File: src/rtl/sha256_host_ctrl_pkg.sv
// rtl/sha256_host_ctrl_pkg.sv - sha256_core address map, status bits and host controller state encoding
//
// Contents:
//   CORE_* address constants  register map of sha256_core as seen over its byte bus
//   STAT_* bit indices        fields of the core status register
//   LEN_SINGLE / LEN_DOUBLE   message lengths for the two command modes
//   state_t                   host controller FSM states
//   status_cmd()              builds the status-register write that launches a hash
package sha256_host_ctrl_pkg;

    localparam logic [6:0] CORE_MSG_BASE       = 7'h00;
    localparam logic [6:0] CORE_END_W_MEM_ADDR = 7'h4F;
    localparam logic [6:0] CORE_STATUS_ADDR    = 7'h51;
    localparam logic [6:0] CORE_DIGEST_BASE    = 7'h58;
    localparam logic [6:0] CORE_DIGEST_END     = 7'h77;

    localparam int STAT_START        = 0;
    localparam int STAT_BITCOIN_MODE = 1;
    localparam int STAT_NONCE_SWEEP  = 2;
    localparam int STAT_COMPLETED    = 3;

    localparam logic [6:0] LEN_SINGLE = 7'd64;
    localparam logic [6:0] LEN_DOUBLE = 7'd80;

    localparam logic [15:0] TIMEOUT_CYC_DEF = 16'd1024;

    typedef enum logic [2:0] {
        ST_IDLE  = 3'd0,
        ST_LOAD  = 3'd1,
        ST_START = 3'd2,
        ST_ARM   = 3'd3,
        ST_WAIT  = 3'd4,
        ST_RD    = 3'd5,
        ST_OUT   = 3'd6
    } state_t;

    // Start bit set, nonce sweep never requested from this controller.
    function automatic logic [7:0] status_cmd(input logic bitcoin);
        logic [7:0] b;
        b                    = 8'h00;
        b[STAT_START]        = 1'b1;
        b[STAT_BITCOIN_MODE] = bitcoin;
        b[STAT_NONCE_SWEEP]  = 1'b0;
        return b;
    endfunction

endpackage

File: src/rtl/sha256_host_ctrl.sv
// rtl/sha256_host_ctrl.sv - streams a message into sha256_core, runs a hash and streams the digest out
//
// Ports:
//   i_clk, i_rst_n                     clock, asynchronous active-low reset
//   i_cmd_valid, i_cmd_mode            command request (0 = single 64-byte block, 1 = Bitcoin double hash of 80-byte header)
//   o_cmd_ready                        high only while idle
//   i_s_data, i_s_valid, o_s_ready     message byte stream in
//   o_core_addr, o_core_data,
//   o_core_we, i_core_data, i_core_irq byte-wide register bus to sha256_core plus its completion flag
//   o_d_data, o_d_valid, i_d_ready,
//   o_d_last                           32-byte digest stream out, MSB first
//   o_busy                             high whenever not idle
//   o_err                              sticky completion timeout, cleared by the next command
module sha256_host_ctrl
    import sha256_host_ctrl_pkg::*;
#(
    parameter logic [6:0]  MSG_BASE    = CORE_MSG_BASE,
    parameter logic [6:0]  STATUS_ADDR = CORE_STATUS_ADDR,
    parameter logic [6:0]  DIGEST_BASE = CORE_DIGEST_BASE,
    parameter logic [15:0] TIMEOUT_CYC = TIMEOUT_CYC_DEF
) (
    input  logic       i_clk,
    input  logic       i_rst_n,
    input  logic       i_cmd_valid,
    input  logic       i_cmd_mode,
    output logic       o_cmd_ready,
    input  logic [7:0] i_s_data,
    input  logic       i_s_valid,
    output logic       o_s_ready,
    output logic [6:0] o_core_addr,
    output logic [7:0] o_core_data,
    output logic       o_core_we,
    input  logic [7:0] i_core_data,
    input  logic       i_core_irq,
    output logic [7:0] o_d_data,
    output logic       o_d_valid,
    input  logic       i_d_ready,
    output logic       o_d_last,
    output logic       o_busy,
    output logic       o_err
);

    state_t      state;
    state_t      state_nx;

    logic        mode;
    logic [6:0]  len;
    logic [6:0]  k;
    logic [4:0]  j;
    logic [15:0] tmo;
    logic [7:0]  d_data;
    logic        d_valid;
    logic        err;

    // tmo holds cycles elapsed since START (START itself counts as one);
    // the wait expires on the cycle that would bring it to TIMEOUT_CYC.
    logic [16:0] tmo_inc;
    logic        tmo_hit;
    logic        last_byte;
    logic [4:0]  digest_off;

    assign tmo_inc    = {1'b0, tmo} + 17'd1;
    assign tmo_hit    = tmo_inc >= {1'b0, TIMEOUT_CYC};
    assign last_byte  = i_s_valid && (k == (len - 7'd1));
    // Digest lives little-endian in the core; walk it top-down for SHA byte order.
    assign digest_off = 5'd31 - j;

    always_ff @(posedge i_clk or negedge i_rst_n) begin
        if (!i_rst_n) begin
            state <= ST_IDLE;
        end else begin
            state <= state_nx;
        end
    end

    always_comb begin
        state_nx    = state;
        o_cmd_ready = 1'b0;
        o_s_ready   = 1'b0;
        o_core_we   = 1'b0;
        o_core_addr = STATUS_ADDR;
        o_core_data = 8'h00;
        case (state)
            ST_IDLE: begin
                o_cmd_ready = 1'b1;
                if (i_cmd_valid) begin
                    state_nx = ST_LOAD;
                end
            end
            ST_LOAD: begin
                // First stream byte lands at the top of the window.
                o_s_ready   = 1'b1;
                o_core_we   = i_s_valid;
                o_core_addr = MSG_BASE + (len - 7'd1 - k);
                o_core_data = i_s_data;
                if (last_byte) begin
                    state_nx = ST_START;
                end
            end
            ST_START: begin
                o_core_we   = 1'b1;
                o_core_data = status_cmd(mode);
                state_nx    = ST_ARM;
            end
            ST_ARM: begin
                // The completed flag from a previous run is still up until the
                // core acknowledges start; wait for it to drop first.
                if (tmo_hit) begin
                    state_nx = ST_IDLE;
                end else if (!i_core_irq) begin
                    state_nx = ST_WAIT;
                end
            end
            ST_WAIT: begin
                if (tmo_hit) begin
                    state_nx = ST_IDLE;
                end else if (i_core_irq) begin
                    state_nx = ST_RD;
                end
            end
            ST_RD: begin
                o_core_addr = DIGEST_BASE + {2'b00, digest_off};
                state_nx    = ST_OUT;
            end
            ST_OUT: begin
                o_core_addr = DIGEST_BASE + {2'b00, digest_off};
                if (i_d_ready) begin
                    state_nx = (j == 5'd31) ? ST_IDLE : ST_RD;
                end
            end
            default: begin
                state_nx = ST_IDLE;
            end
        endcase
    end

    always_ff @(posedge i_clk or negedge i_rst_n) begin
        if (!i_rst_n) begin
            mode    <= 1'b0;
            len     <= 7'd0;
            k       <= 7'd0;
            j       <= 5'd0;
            tmo     <= 16'd0;
            d_data  <= 8'h00;
            d_valid <= 1'b0;
            err     <= 1'b0;
        end else begin
            case (state)
                ST_IDLE: begin
                    if (i_cmd_valid) begin
                        mode <= i_cmd_mode;
                        len  <= i_cmd_mode ? LEN_DOUBLE : LEN_SINGLE;
                        err  <= 1'b0;
                        k    <= 7'd0;
                        j    <= 5'd0;
                        tmo  <= 16'd0;
                    end
                end
                ST_LOAD: begin
                    if (i_s_valid) begin
                        k <= k + 7'd1;
                    end
                end
                ST_START: begin
                    tmo <= 16'd1;
                end
                ST_ARM, ST_WAIT: begin
                    if (tmo_hit) begin
                        err <= 1'b1;
                    end else begin
                        tmo <= tmo_inc[15:0];
                    end
                end
                ST_RD: begin
                    d_data  <= i_core_data;
                    d_valid <= 1'b1;
                end
                ST_OUT: begin
                    if (i_d_ready) begin
                        d_valid <= 1'b0;
                        j       <= j + 5'd1;
                    end
                end
                default: begin
                end
            endcase
        end
    end

    assign o_d_data  = d_data;
    assign o_d_valid = d_valid;
    assign o_d_last  = (state == ST_OUT) && (j == 5'd31);
    assign o_busy    = (state != ST_IDLE);
    assign o_err     = err;

endmodule

File: config.mk
export PLATFORM = sky130hd
export DESIGN_NAME = sha256_host_ctrl
export DESIGN_NICKNAME = d
export VERILOG_FILES = /design/src/rtl/sha256_host_ctrl_pkg.sv /design/src/rtl/sha256_host_ctrl.sv
export SDC_FILE = /design/constraint.sdc
export NUM_CORES = 1
export LEC_CHECK = 0
export BUFFER_PORTS_ARGS = -buffer_cell sky130_fd_sc_hd__buf_2
export CAP_MARGIN = 40
export CORE_MARGIN = 2
export CORE_UTILIZATION = 34
export CTS_CLUSTER_SIZE = 8
export DETAILED_ROUTE_END_ITERATION = 7
export HOLD_SLACK_MARGIN = 0.02
export SYNTH_ARGS = -nofsm -noshare
export SYNTH_HDL_FRONTEND = slang
export SYNTH_SLANG_ARGS = --single-unit
File: constraint.sdc
create_clock -name i_clk -period 5.7 [get_ports i_clk]
set_input_delay 0.855 -clock i_clk [delete_from_list [all_inputs] [get_ports i_clk]]
set_output_delay 0.855 -clock i_clk [all_outputs]
set_load 0.005 [all_outputs]
==> summary.txt <==
Final layout
  – Area delta synth->final: 19.43%
  – Nets: 345
  – Share of cells above drive strength 1: 26.58%
  – Ant diodes: 0
  – Final Util: 42.43%

Clock tree
  – Post-CTS Resized: 0
  – CTS tree: yes
  – Clk sinks: between 40 and 50
  – Clk root buf: clkbuf_8
  – Clock Tree Buf Depth: 2
  – Post-CTS Setup Bufs: 0
  – CTS clock-pin slew for the worst setup and hold paths: 0.09 ns
  – Post-CTS Hold Fix Bufs: 0
  – Clock latency on the worst-skew pair: ~0.3 ns
  – H-tree levels: 2
  – TritonCTS Buffers: 5

Floorplan
  – Std-Cell Rows: 30
  – Core area: roughly 7000 µm²
  – Starting density of the core: 35.53%
  – Die W: around 89 µm
  – Full die area: 7912 µm²
  – Die height: 88.95 µm
  – IO Pins: 53

Yosys
  – Sequential share of the synthesized area: 43.86%
  – Net Count, Synth: 289
  – Synth Area per Inst: 9.473 µm²
  – Synth top area share: 43.86%
  – #FFs+latches synth: 43
  – Cell count after synthesis: between 200 and 300
  – Syn. warnings: 0
  – Synth area leader: dfrtp_1
  – Count leader, synth: dfrtp_1
  – Largest cells by area after synthesis: dfrtp_1 (44%), mux2_2 (4.1%), nor2_1 (4.0%), ha_1 (3.6%), o21ai_0 (3.5%)
  – Cell area after synthesis: 2454 µm²
  – Number of synthesized flops with an enable pin: 0
  – Top post-synthesis cells by count: dfrtp_1 (43), nor2_1 (26), nand2_1 (22)
  – Predominant post-synthesis flop cell: dfrtp_1
  – Yosys cell types: 54
  – FFs w/ async S/R, synth: between 90% and 100%

STA
  – Final Slew Violations: 0
  – Final setup viols: 0
  – Min Tclk post-route: 3.199 ns
  – Setup_tns: 0 ns
  – Worst-Margin Slew: 0.7796 ns
  – Worst slew margin: 47.48%
  – Clock Skews: around 0.012 ns
  – Final hold vios: 0
  – Final cycle utilization of the critical path: 56.12%
  – Maximum clock frequency: 312.6 MHz
  – RSZ-0062 raised after global routing: false

Worst setup path
  – Slowest library cell on the worst path: dfrtp_1
  – CP Capture Type: output pin
  – Worst path required time: ~4.9 ns
  – CP most frequent cell: inv_1
  – Worst Path Arrival: 2.34 ns
  – CP Launch Type: register
  – Crit path largest cell delay: 0.60 ns
  – Crit Path Class: reg -> out
  – Cell Chain, Critical Path: inv_1 > nor2_1 > nand2_1 > inv_1 > a22oi_1 > buf_2
  – Crit Path Max Fanout: 14
  – Reg2reg setup slack: around 2.9 ns

GRT
  – First-pass GRT wire length: 9653 µm
  – Initial antenna violation count: 0
  – Largest net degree at the start of global routing: 29
  – Vias in the first global route: 2027
  – Remaining global-route overflow: 0
  – Overall Global Routing Usage: 15.62%

Routing
  – Met3 WL: ~340 µm
  – WL met2: 2558 µm
  – Avg WL per Cell: 13.97 µm
  – Via count: between 2000 and 2500
  – Drt first pass iters: 4
  – Antenna-violating nets left: 0
  – Routed WL: approximately 5800 µm
  – 1st-iter DRT viols: between 100 and 150
  – Top sig layer: met4
  – Avg Vias per Cell: between 5 and 6
  – DRC Markers: 0
  – DRT met1 WL: 2784 µm

Power and ir drop
  – Worst-case vdd ir drop: approximately 0.18 mV
  – Leakage: 1.356 nW
  – Tot Pwr: roughly 1.3 mW
  – Pwr Density: 446.2 nW/µm²

Hold path
  – HP Class: in -> async

Placement
  – IO Port Bufs: 52
  – RD Place Congestion: between 0.8 and 0.9
  – Detailed placement HPWL: 4275 µm

Flow run
  – Max Cap Violations: 0

Status
  – Status: finished clean
[cell type report]
class                   count  area [µm²]
inverters                  11       41.29
fillers                   719        3976
clock inverters             3       20.02
flip-flops and latches     43        1076
multi-input cells         198        1304
repair buffers             56       300.3
clock buffers               5       68.82
well taps                  96       120.1
[critical path, delay by kind of cell, from the launching register on]
family / cells / cell delay (ns)
buffers and inverters: 3 / 0.66
and+or+nand+nor: 2 / 0.63
AOI/OAI and AO/OA: 1 / 0.16
DFF: 1 / 0.60
[metrics by stage]
stage	hold WS (ns)	setup slack (ns)	std cells	instance area (µm²)
floorplan	0.4605	3.208	259	2454
global placement	0.4800	2.949	402	2816
detailed placement	0.4810	2.859	403	2836
CTS	0.4668	2.509	411	2925
global route	0.4754	2.247	412	2930
finish	0.4680	2.501	412	2930
[path summary, 6_finish.rpt]
| kind | endpoint | cells after the start | start |
|---|---|---|---|
| min in group i_clk | o_err | 2 | o_err |
| setup reg to reg | k[6] | 9 | state[0] |
| setup / recovery | o_core_addr[4] | 6 | state[0] |
| hold / removal | o_d_data[5] | 1 | i_rst_n |
| max in group asynchronous | tmo[14] | 2 | i_rst_n |
| hold reg to reg | o_err | 2 | o_err |
[kinds of logic after synthesis]
logic type	count (synthesis)	synth area share, %
mux	10	4.539
flops	43	43.86
simple gates	104	22.49
fa+ha+maj	7	3.569
xor+xnor	12	4.283
buf+inv	18	3.263
compound gates	65	18.00
[power by group]
group | leakage [nW] | switching (mW) | total [mW] | internal (mW)
Sequential | 0.559 | 0.115 | 0.504 | 0.388
Clock | 0.0402 | 0.111 | 0.196 | 0.0854
Combinational | 0.758 | 0.328 | 0.608 | 0.280
Total | 1.36 | 0.554 | 1.31 | 0.754
[placed cells by master, fill, tap and decap left out, types with 7 or more instances in the layout]
cell type,count
ha_1,7
and2_1,10
mux2_2,9
o21ai_0,17
buf_2,52
nor2_1,26
xor2_1,7
nand3_1,12
inv_1,11
dfrtp_1,43
a21oi_1,10
nand2_1,22
[metal layers]
metal / global-route usage, % / vias up
li1: - / 1048
met1: 22.56 / 1003
met2: 23.41 / 67
met3: 3.232 / 7
met4: 5.427 / 0
met5: 0 / -
[state kept, by name, indices dropped and copies added (netlist names)]
name       count
k              7
j              5
o_err          1
len            2
o_d_valid      1
state          3
o_d_data       8
tmo           16
Power figures use the tool's default switching activity.
